**src/rtl/fpu_issue.sv**
```systemverilog
// Request sequencer in front of the fpu: buffers operations in a small FIFO,
// issues them one at a time, and answers division locally with a quiet NaN.
module fpu_issue #(
    parameter int Mantissa_Size = 23,
    parameter int Exponent_Size = 8,
    parameter int N             = Mantissa_Size + Exponent_Size,
    parameter int Depth         = 4,
    parameter int Timeout       = 64
) (
    input  logic         clk,
    input  logic         rst_n,
    input  logic         req_valid,
    output logic         req_ready,
    input  logic [1:0]   req_op,
    input  logic [N:0]   req_a,
    input  logic [N:0]   req_b,
    output logic         fpu_load,
    output logic         fpu_enable,
    output logic [1:0]   fpu_op,
    output logic [N:0]   fpu_a,
    output logic [N:0]   fpu_b,
    input  logic         fpu_done,
    input  logic         fpu_zero,
    input  logic         fpu_overflow,
    input  logic         fpu_underflow,
    input  logic         fpu_nan,
    input  logic [N:0]   fpu_result,
    output logic         rsp_valid,
    input  logic         rsp_ready,
    output logic [1:0]   rsp_op,
    output logic [N:0]   rsp_result,
    output logic         rsp_zero,
    output logic         rsp_overflow,
    output logic         rsp_underflow,
    output logic         rsp_nan,
    output logic         rsp_timeout
);
    localparam int AW = $clog2(Depth);
    localparam int TW = $clog2(Timeout) + 1;
    localparam int EW = 2 + 2 * (N + 1);
    localparam logic [AW:0]   FULL   = (AW + 1)'(Depth);
    localparam logic [TW-1:0] T_LAST = TW'(Timeout - 1);
    localparam logic [1:0]    OP_DIV = 2'b11;
    localparam logic [N:0]    QNAN   = {1'b0, {Exponent_Size{1'b1}}, 1'b1, {(Mantissa_Size - 1){1'b0}}};

    typedef enum logic [1:0] {IDLE, LOAD, RUN, HOLD} state_t;

    state_t        state, state_nx;
    logic [EW-1:0] mem [Depth];
    logic [AW-1:0] wr_ptr, rd_ptr;
    logic [AW:0]   count;
    logic          ready_en;
    logic          push, pop;
    logic [1:0]    head_op;
    logic [N:0]    head_a, head_b;
    logic [1:0]    op_q;
    logic [N:0]    a_q, b_q;
    logic [TW-1:0] tcnt;
    logic          done_ok, expired;
    logic [N:0]    result_q;
    logic          zero_q, overflow_q, underflow_q, nan_q, timeout_q;

    assign {head_op, head_a, head_b} = mem[rd_ptr];
    // ready_en keeps req_ready low in the cycle right after a reset edge
    assign req_ready = ready_en && (count != FULL);
    assign push      = req_valid && req_ready;
    assign pop       = (state == IDLE) && (count != '0);
    // done seen in the first RUN cycle may belong to the previous operation
    assign done_ok   = fpu_done && (tcnt != '0);
    assign expired   = (tcnt == T_LAST);

    always_ff @(posedge clk) begin
        if (push) begin
            mem[wr_ptr] <= {req_op, req_a, req_b};
        end
    end

    always_ff @(posedge clk) begin
        if (!rst_n) begin
            wr_ptr   <= '0;
            rd_ptr   <= '0;
            count    <= '0;
            ready_en <= 1'b0;
        end else begin
            ready_en <= 1'b1;
            if (push) wr_ptr <= wr_ptr + 1'b1;
            if (pop)  rd_ptr <= rd_ptr + 1'b1;
            case ({push, pop})
                2'b10:   count <= count + 1'b1;
                2'b01:   count <= count - 1'b1;
                default: count <= count;
            endcase
        end
    end

    always_ff @(posedge clk) begin
        if (!rst_n) begin
            state <= IDLE;
        end else begin
            state <= state_nx;
        end
    end

    always_comb begin
        state_nx = state;
        case (state)
            IDLE:    if (pop) state_nx = (head_op == OP_DIV) ? HOLD : LOAD;
            LOAD:    state_nx = RUN;
            RUN:     if (done_ok || expired) state_nx = HOLD;
            HOLD:    if (rsp_ready) state_nx = IDLE;
            default: state_nx = IDLE;
        endcase
    end

    always_comb begin
        fpu_load   = (state == LOAD);
        fpu_enable = (state == RUN);
        rsp_valid  = (state == HOLD);
    end

    always_ff @(posedge clk) begin
        if (!rst_n) begin
            op_q        <= '0;
            a_q         <= '0;
            b_q         <= '0;
            tcnt        <= '0;
            result_q    <= '0;
            zero_q      <= 1'b0;
            overflow_q  <= 1'b0;
            underflow_q <= 1'b0;
            nan_q       <= 1'b0;
            timeout_q   <= 1'b0;
        end else begin
            if (pop) begin
                op_q <= head_op;
                a_q  <= head_a;
                b_q  <= head_b;
                if (head_op == OP_DIV) begin
                    result_q    <= QNAN;
                    zero_q      <= 1'b0;
                    overflow_q  <= 1'b0;
                    underflow_q <= 1'b0;
                    nan_q       <= 1'b1;
                    timeout_q   <= 1'b0;
                end
            end
            if (state == LOAD) begin
                tcnt <= '0;
            end else if (state == RUN) begin
                tcnt <= tcnt + 1'b1;
            end
            if (state == RUN) begin
                if (done_ok) begin
                    result_q    <= fpu_result;
                    zero_q      <= fpu_zero;
                    overflow_q  <= fpu_overflow;
                    underflow_q <= fpu_underflow;
                    nan_q       <= fpu_nan;
                    timeout_q   <= 1'b0;
                end else if (expired) begin
                    result_q    <= '0;
                    zero_q      <= 1'b0;
                    overflow_q  <= 1'b0;
                    underflow_q <= 1'b0;
                    nan_q       <= 1'b0;
                    timeout_q   <= 1'b1;
                end
            end
        end
    end

    assign fpu_op        = op_q;
    assign fpu_a         = a_q;
    assign fpu_b         = b_q;
    assign rsp_op        = op_q;
    assign rsp_result    = result_q;
    assign rsp_zero      = zero_q;
    assign rsp_overflow  = overflow_q;
    assign rsp_underflow = underflow_q;
    assign rsp_nan       = nan_q;
    assign rsp_timeout   = timeout_q;
endmodule

```
**config.mk**
```make
export PLATFORM = sky130hd
export DESIGN_NAME = fpu_issue
export DESIGN_NICKNAME = d
export VERILOG_FILES = /design/src/rtl/fpu_issue.sv
export SDC_FILE = /design/constraint.sdc
export NUM_CORES = 1
export LEC_CHECK = 0
export CAP_MARGIN = 20
export CORE_ASPECT_RATIO = 0.8
export CORE_MARGIN = 1
export CORE_UTILIZATION = 58
export CTS_CLUSTER_SIZE = 16
export DETAILED_ROUTE_END_ITERATION = 8
export PLACE_DENSITY = 0.95
export SLEW_MARGIN = 20
export SYNTH_ARGS = -nofsm -noshare
export SYNTH_HDL_FRONTEND = slang
export SYNTH_SLANG_ARGS = --single-unit
```
**constraint.sdc**
```tcl
create_clock -name clk -period 6.1 [get_ports clk]
set_clock_uncertainty 0.2 [all_clocks]
set_input_delay 0.915 -clock clk [delete_from_list [all_inputs] [get_ports clk]]
set_output_delay 0.915 -clock clk [all_outputs]
set_load 0.02 [all_outputs]
```
==> reports/metrics.yaml <==
floorplanning:
  rows: 50
  fp.dieArea_mm2: 0.0247
  core_mm2: 0.0235
  die_h_um: 141
  io_pins: 216
  start_util_pct: 59.4
  die_w_um: 176
power_and_ir_drop:
  p_comb_share_pct: 23.9
  p_leak_nw: 5.70
  p_total_w: 0.00719
  power.density_mw_per_mm2: 411
  internal_power_w: 0.00512
  p_seq_share_pct: 45.9
  irDropWorstVdd_mv: 0.237
  switching_power_w: 0.00207
  power_frac_clock_pct: 30.2
  switching_share_pct: 28.8
grt:
  antenna_found_initial: 1
  grt_overflow: 0
  grt_pass1_wl_um: 45700
  grt_max_degree: 68
  grt_usage_pct: 24.7
  grt_pass1_vias: 8219
critical_path:
  reg2reg_from: "state[0]"
  crit_family: "buffers and inverters"
  arrival_ns: 4.18
  required_ns: 6.34
  crit_type: "reg2reg"
  crit_slowest_cell: "inv_2"
  slowest_delay_ns: 0.58
  crit_chain: "inv_1, ha_1, nand2b_4, inv_2, buf_4, ha_1, inv_1, fa_1, xor2_1, or3_1, a21oi_1"
  cp.buffers_inverters: 4
  cp_max_fo: 67
  crit_path_start: "state[0]"
  end_kind: "flop"
  setup.worst_path.start_class: "flop"
clocking:
  htree_levels: 2
  cts_tree: "built"
  clk_latency_ns: 0.51
  post_cts_resize_count: 0
  cts_root_buf: "clkbuf_16"
  cts.clk_slew.worst_paths_ns: 0.06
  clk_path_buf_depth: 3
  cts.sinks: 386
  hold_buffers: 0
  cts_setup_buffers: 0
  cts_buffers: 36
synthesis:
  synth.avg_cell_area_um2: 16.4
  synth_seq_cells: 386
  seq_area_frac_synth_pct: 74.2
  synth.yosys.warnings: 0
  synth_cells: 852
  syn_area_mm2: 0.0140
  yosysUniqueCellTypes: 38
  async_flop_share_pct: 0
  synth_top_flop_cell: "edfxtp_1"
  synth-edff-count: 264
  synth_nets: 972
sta:
  max_slew_margin_pct: 28.7
  maxSlewViolCount: 0
  setup_violations: 0
  fmax_ghz: 0.254
  fin_hold_ws_ns: 0.253
  fin_tns_setup_ns: 0
  rsz0062_at_grt: "no"
  fin_crit_ns: 3.94
  worst_pin_slew_ns: 1.07
  final.period_utilization_pct: 64.6
  layout_setup_ws_ns: 2.16
  hold_viol_final: 0
min_path:
  min_from: "fpu_b[6]"
  min_path_type: "reg2reg"
cells_and_area:
  final_common_cell: "edfxtp_1"
  final_area_mm2: 0.0175
  most-common-layout-cells: "edfxtp_1, clkdlybuf4s50_1, nand2_1"
  nets: 1178
  num-fill-cells: 1361
  syn2layout_area_growth_pct: 25.2
  drive_gt1_share_pct: 12.6
drt:
  wl_um: 30300
  dr.first_iter.drc_count: 715
  final_antenna_net_count: 0
  drc: 0
  firstDrtPassIters: 5
  viasPerCell: 5.88
  wl_per_cell_um: 21.7
  vias: 8206
run:
  drv_cap: 0
place:
  dpl.hpwl_um: 17800
  io_buffers: 215
  pre_cts_slack_ns: 2.17
  dpl_cell_area_mm2: 0.0164
  gp_congestion: 0.831
outcome:
  status: "finished clean"
==> per-layer routing <==
| metal | vias to the layer above | wire [µm] | track usage [%] |
|---|---|---|---|
| li1 | 3648 | - | - |
| met1 | 4061 | 11900 | 31.9 |
| met2 | 424 | 14800 | 41.0 |
| met3 | 73 | 2530 | 5.37 |
| met4 | 0 | 1040 | 9.84 |
| met5 | - | 0 | 0 |
==> cell type report <==
type | instances | area, µm² | area share, %
Tap cell | 312 | 390 | 2.23
Inverter | 13 | 50.0 | 0.286
Antenna cell | 1 | 2.50 | 0.0143
Sequential cell | 386 | 10400 | 59.3
Multi-Input combinational cell | 403 | 3360 | 19.2
Clock inverter | 13 | 125 | 0.715
Clock buffer | 50 | 1020 | 5.83
Timing Repair Buffer | 218 | 2170 | 12.4
==> logic make-up after synthesis <==
| group | share of synthesized area [%] |
|---|---|
| compound gates | 5.99 |
| xor+xnor | 0.564 |
| fa+ha+maj | 1.22 |
| buf+inv | 1.98 |
| flops | 74.2 |
| mux | 10.8 |
| simple gates | 5.32 |
==> per-stage QoR <==
stage | cells | util [%]
2_1_floorplan | 852 | -
3_3_place_gp | 1332 | 69.5
3_5_place_dp | 1332 | 69.5
4_1_cts | 1395 | 74.4
5_1_grt | 1395 | 74.4
6_report | 1396 | 74.4
==> Yosys cell counts, types with 4 or more instances <==
library cell,instances,area (µm²)
a21oi_1,81,405
a221oi_1,11,96.3
a22o_1,26,228
and3_1,5,31.3
buf_2,11,55.1
clkbuf_1,31,116
dfxtp_1,122,2440
edfxtp_1,264,7930
ha_1,12,150
inv_1,11,41.3
mux4_2,66,1490
nand2_1,149,559
nor2_1,14,52.6
o21ai_0,4,20.0
xor2_1,6,52.6
==> worst min-delay path, stage by stage, from the launching register on <==
cell,delay [ns]
dfxtp_1,0.31
nand2_1,0.05
a21oi_1,0.05
==> worst paths after layout <==
path,end,slack [ns],depth (start not counted)
max,count[2],2.16,11
min,fpu_b[6],0.25,2
max reg2reg,count[2],2.16,11
min reg2reg,fpu_b[6],0.25,2
==> power groups by stage <==
stage	Sequential [W]	Combinational, W	Clock (W)
final	0.00330	0.00172	0.00217
after global routing	0.00334	0.00184	0.00230
after CTS	0.00330	0.00173	0.00221
after detailed placement	0.00335	0.00171	0
after global placement	0.00334	0.00167	0
after floorplan	0.00350	0.000823	0
==> registers in the layout, indices dropped and copies added (netlist names), 2 cells and up, named ones only <==
register / flops
mem: 264
fpu_a: 32
fpu_b: 32
rsp_result: 32
tcnt: 7
count: 3
fpu_op: 2
rd_ptr: 2
state: 2
wr_ptr: 2
No activity file was read; power rests on OpenSTA's default activity.
